<file path="src/rtl/bb_pkg.sv">
// Shared types and IR field layout for the BitBlaster control unit.
package bb_pkg;

  localparam int unsigned NREG_DEF = 4;
  localparam int unsigned IW_DEF   = 10;

  localparam int unsigned RX_LSB = 8;
  localparam int unsigned RY_LSB = 6;
  localparam int unsigned OP_LSB = 0;
  localparam int unsigned RW     = 2;
  localparam int unsigned OPW    = 4;

  typedef enum logic [3:0] {
    OP_LD    = 4'h0,
    OP_COPY  = 4'h1,
    OP_ADD   = 4'h2,
    OP_SUB   = 4'h3,
    OP_INV   = 4'h4,
    OP_FLP   = 4'h5,
    OP_AND   = 4'h6,
    OP_OR    = 4'h7,
    OP_XOR   = 4'h8,
    OP_LSL   = 4'h9,
    OP_LSR   = 4'hA,
    OP_ASR   = 4'hB,
    OP_ADDI  = 4'hC,
    OP_SUBI  = 4'hD,
    OP_ILL_E = 4'hE,
    OP_ILL_F = 4'hF
  } opcode_t;

  typedef enum logic [1:0] {T0, T1, T2, T3} step_t;

  function automatic logic is_alu(input opcode_t op);
    return (op >= OP_ADD) && (op <= OP_SUBI);
  endfunction

  function automatic logic is_binary(input opcode_t op);
    return (op == OP_ADD) || (op == OP_SUB) || (op == OP_AND) ||
           (op == OP_OR)  || (op == OP_XOR);
  endfunction

  function automatic logic is_imm(input opcode_t op);
    return (op == OP_ADDI) || (op == OP_SUBI);
  endfunction

  function automatic logic is_illegal(input opcode_t op);
    return (op == OP_ILL_E) || (op == OP_ILL_F);
  endfunction

endpackage

</file>
<file path="src/rtl/bb_step_counter.sv">
// 2-bit timestep counter on the falling edge; clear has priority over enable.
module bb_step_counter (
  input  logic       clk,
  input  logic       rst_n,
  input  logic       clr,
  input  logic       en,
  output logic [1:0] count
);

  always_ff @(negedge clk or negedge rst_n) begin
    if (!rst_n)   count <= '0;
    else if (clr) count <= '0;
    else if (en)  count <= count + 2'd1;
  end

endmodule

</file>
<file path="src/rtl/bb_controller.sv">
// BitBlaster control unit: latches IR in T0 and decodes strobes for T1..T3.
// Define BB_ILLEGAL_OP_TRAP_EN to trap opcodes E/F with a sticky Err.
module bb_controller
  import bb_pkg::*;
#(
  parameter int unsigned NREG = NREG_DEF,
  parameter int unsigned IW   = IW_DEF
) (
  input  logic            CLKb,
  input  logic            Clrb,
  input  logic            Run,
  input  logic [IW-1:0]   INSTR,
  output logic            IRin,
  output logic [NREG-1:0] Rin,
  output logic [NREG-1:0] Rout,
  output logic            ENW,
  output logic            Ain,
  output logic            Gin,
  output logic            Gout,
  output logic [3:0]      ALUcont,
  output logic            Done,
  output logic            Err
);

  logic [IW-1:0] ir;
  logic [1:0]    count;
  step_t         step;
  opcode_t       op;
  logic [RW-1:0] rx, ry;
  logic          err, trap, load, step_clr, step_en, done_int;
  logic          unused_ir;

  assign step      = step_t'(count);
  assign op        = opcode_t'(ir[OP_LSB +: OPW]);
  assign rx        = ir[RX_LSB +: RW];
  assign ry        = ir[RY_LSB +: RW];
  assign unused_ir = ^ir;

  function automatic logic [NREG-1:0] sel(input logic [RW-1:0] r);
    return NREG'(1) << r;
  endfunction

  bb_step_counter u_step (
    .clk   (CLKb),
    .rst_n (Clrb),
    .clr   (step_clr),
    .en    (step_en),
    .count (count)
  );

  always_ff @(negedge CLKb or negedge Clrb) begin
    if (!Clrb)     ir <= '0;
    else if (load) ir <= INSTR;
  end

`ifdef BB_ILLEGAL_OP_TRAP_EN
  assign trap = (step == T1) && is_illegal(op);

  always_ff @(negedge CLKb or negedge Clrb) begin
    if (!Clrb)     err <= 1'b0;
    else if (trap) err <= 1'b1;
  end
`else
  assign trap = 1'b0;
  assign err  = 1'b0;
`endif

  // Next step: T0 waits for Run (blocked once trapped); later steps advance until retire.
  always_comb begin
    load     = 1'b0;
    step_en  = 1'b0;
    step_clr = 1'b0;
    unique case (step)
      T0: begin
        load    = Run && !err;
        step_en = load;
      end
      default: begin
        step_clr = done_int || trap;
        step_en  = 1'b1;
      end
    endcase
  end

  // Everything is gated by Clrb so an async reset silences strobes before the counter settles.
  always_comb begin
    IRin     = 1'b0;
    Rin      = '0;
    Rout     = '0;
    ENW      = 1'b0;
    Ain      = 1'b0;
    Gin      = 1'b0;
    Gout     = 1'b0;
    ALUcont  = '0;
    done_int = 1'b0;
    if (Clrb) begin
      unique case (step)
        T0: IRin = Run && !err;
        T1: begin
          if (op == OP_LD) begin
            ENW      = 1'b1;
            Rin      = sel(rx);
            done_int = 1'b1;
          end else if (op == OP_COPY) begin
            Rout     = sel(ry);
            Rin      = sel(rx);
            done_int = 1'b1;
          end else if (is_alu(op)) begin
            Rout = sel(rx);
            Ain  = 1'b1;
          end else if (!trap) begin
            done_int = 1'b1;
          end
        end
        T2: begin
          Gin     = 1'b1;
          ALUcont = ir[OP_LSB +: OPW];
          if (is_binary(op))   Rout = sel(ry);
          else if (is_imm(op)) ENW  = 1'b1;
        end
        T3: begin
          Gout     = 1'b1;
          Rin      = sel(rx);
          done_int = 1'b1;
        end
      endcase
    end
  end

  assign Done = done_int;
  assign Err  = err;

endmodule

</file>
<file path="config.mk">
export PLATFORM = sky130hd
export DESIGN_NAME = bb_controller
export DESIGN_NICKNAME = d
export VERILOG_FILES = /design/src/rtl/bb_pkg.sv /design/src/rtl/bb_step_counter.sv /design/src/rtl/bb_controller.sv
export SDC_FILE = /design/constraint.sdc
export NUM_CORES = 1
export LEC_CHECK = 0
export CAP_MARGIN = 20
export CELL_PAD_IN_SITES_DETAIL_PLACEMENT = 1
export CELL_PAD_IN_SITES_GLOBAL_PLACEMENT = 1
export CORE_AREA = 2 2 58 60
export CTS_BUF_LIST = sky130_fd_sc_hd__clkbuf_4
export DETAILED_ROUTE_END_ITERATION = 16
export DIE_AREA = 0 0 60 62
export GPL_TIMING_DRIVEN = 1
export PLACE_DENSITY_LB_ADDON = 0.1
export SLEW_MARGIN = 5
export SYNTH_ARGS = -nofsm -noshare
export SYNTH_HDL_FRONTEND = slang
export SYNTH_SLANG_ARGS = --single-unit
</file>
<file path="constraint.sdc">
create_clock -name CLKb -period 1.42 [get_ports CLKb]
set_input_delay 0.142 -clock CLKb [delete_from_list [all_inputs] [get_ports CLKb]]
set_output_delay 0.142 -clock CLKb [all_outputs]
set_load 0.01 [all_outputs]
</file>
==> metrics.md <==
| Metric | Value |
|---|---|
| Mean area per synthesized cell | 8.195 sq um |
| DR vias | 1041 |
| Slew Viols, Final | 0 |
| Unrepaired setup endpoints after global routing | yes |
| Die Height | 62 um |
| Cell Rows | 21 |
| Synth Instances | 100 |
| Max Root-Sink Buffers | 2 |
| Hold Path Class | primary input to async pin |
| Global-route wire length before repair | 4774 um |
| IO Pins | 32 |
| DIE AREA | 3720 sq um |
| Vias/cell | 4.753 |
| Wire per inst | 14.47 um |
| Pleak | 0.8276 nW |
| Clk pin slew, worst setup/hold paths | 50 ps |
| Status | complete, but fails checks |
| # setup viols final | 20 |
| Ratio of cells with drive above 1 in the final layout | 0.7110 |
| Final RePlAce weighted congestion | 0.7662 |
| Worst setup margin | -1276 ps |
| Failing checks | setup timing |
| Synth area leaders | dfrtn_1, mux2_2, ha_1 |
| CTS Sinks | 10 |
| Clock skew | 4.722 ps |
| Hold buffers post-CTS | 0 |
| Port bufs | 28 |
| Maximum fanout along the worst path | 3 |
| Placeable core region | 3179 sq um |
| Post-synth EDFFs | 0 |
| Mapped Nets | 117 |
| Maximum VDD drop | 0.0009373 V |
| Die width | 60 um |
| Initial DRC count | 36 |
| Total congestion overflow | 0 |
| Hpwl dp | 2112 um |
| Antenna Cells | 0 |
| Reg2reg setup slack | -110 ps |
| CTS Root Cell | clkbuf_4 |
| Final hold slack | 540.4 ps |
| H-tree levels | 1 |
| Arrival time at the worst endpoint | 2550 ps |
| FF+latch count, synth | 10 |
| Yosys top cell area share | 0.3053 |
| Initial antenna violation count | 0 |
| WP data required | 1280 ps |
| Pre-CTS setup slack | -1390 ps |
| Crit Path Category | flop to output port |
| Largest area contributor in the netlist | dfrtn_1 |
| Number of global-route vias before repair | 1013 |
| Final Hold Fails | 0 |
| Synthesis Warnings | 0 |
| Ys async rst share | 1.000 |
| Largest net degree at the start of global routing | 9 |
| Synth cell types | 33 |
| Area grow syn2layout | 129.3% |
| Residual DRC | 0 |
| Startpoint Class | flop |
| CTS tree | built |
| Gr usage total | 0.1744 |
| Drt pass-1 iters | 4 |
| FF-to-FF path depth | 8 |
| Total CTS buffers | 3 |
| Final ANT Viol Nets | 0 |
| Main flop type after synthesis | dfrtn_1 |
| Max Cap Viol | 0 |
| Register area share after synthesis | 0.3053 |
| Routed Wire Length | 3170 um |
| Post-Syn Area | 819.5 sq um |
| Starting Density | 0.2578 |
| Final #Nets | 191 |
| Crit path capture type | output port |
| Pwr dens | 2204 nW/um^2 |
| Clock latency on the worst-skew pair | 270 ps |
[cell type report]
cell class / count / area (sq um)
timing repair buffer: 75 / 638.1
inverter: 2 / 7.507
multi-input combinational: 82 / 899.6
sequential: 10 / 250.2
tap: 46 / 57.56
clock buffer: 3 / 22.52
fill: 358 / 1300
clock inverter: 1 / 3.754
[cell families (layout without fill, tap and decap cells)]
family,after synthesis,after routing,share of synthesized area
AOI/OAI and AO/OA,24,24,0.1786
xor gates and xnor gates,1,1,0.01069
adders and majority gates,4,4,0.06107
buffers and inverters,8,81,0.04274
DFF,10,10,0.3053
muxes,8,8,0.1099
other,1,1,0.004576
and+or+nand+nor,44,44,0.2870
[final timing paths]
kind	endpoint	from
worst max-delay path	Rout[0]	ir[3]
worst min-delay path	u_step.count[1]	Clrb
worst max register to register	u_step.count[0]	ir[1]
worst min register to register	ir[6]	ir[6]
max in group asynchronous	ir[7]	Clrb
min in group CLKb	ir[6]	ir[6]
[per-layer routing]
metal  GRT usage  vias up  part of all wire
met5           0        -                 0
met4     0.06984        0             0.017
met3     0.01863        6             0.030
met2      0.2919       25              0.50
met1      0.2308      512              0.46
li1            -      498                 -
[synthesized netlist by cell type (all sizes together), types with 3 or more instances]
cell    instances
mux2            8
dfrtn          10
a31oi           5
nand2b          7
o21ai           7
a21oi           7
and3            5
clkbuf          4
and2            3
nand2          10
ha              4
nor2            8
[placed cells by master (no fill, tap or decap), types with 5 or more instances in the layout]
cell,instances
and3_4,5
buf_2,11
buf_4,33
buf_6,21
clkdlybuf4s50_1,7
dfrtn_1,10
mux2_4,8
nand2_1,9
nand2b_1,7
[power breakdown]
group | internal [mW] | leakage (nW) | switching (mW)
logic | 1.81 | 0.694 | 1.52
registers | 0.447 | 0.118 | 0.159
clock network | 0.101 | 0.0154 | 0.102
total | 2.36 | 0.828 | 1.78
[per-stage QoR]
step           power, mW  setup TNS [ps]  std cells    util  area (sq um)
6_report           4.141          -19010        219  0.5911          1879
5_1_grt            4.421          -20290        219  0.5911          1879
4_1_cts            3.551          -18530        217  0.5336          1697
3_5_place_dp       2.675          -27030        197  0.4494          1429
3_3_place_gp       2.618          -26070        197  0.4494          1429
2_1_floorplan      1.724           -9834        100       -         910.9
[worst max-delay path, cell delays in order, from the launching register on]
cell and delay [ps]:
dfrtn_1 420, or4b_4 490, a21oi_4 160, buf_6 120, buf_6 100, a31oi_4 30, nor2_1 110, buf_2 140
[timing repair]
item,in CTS,in global routing
setup buffers,16,6
resized for setup,112,42
pin swaps,10,9
hold endpoints to repair,0,0
endpoints found under the setup margin,28,28
[state kept, by name, indices dropped and copies added (netlist names)]
name and count:
ir 8, u_step.count 2
No activity file was read; power rests on OpenSTA's default activity.
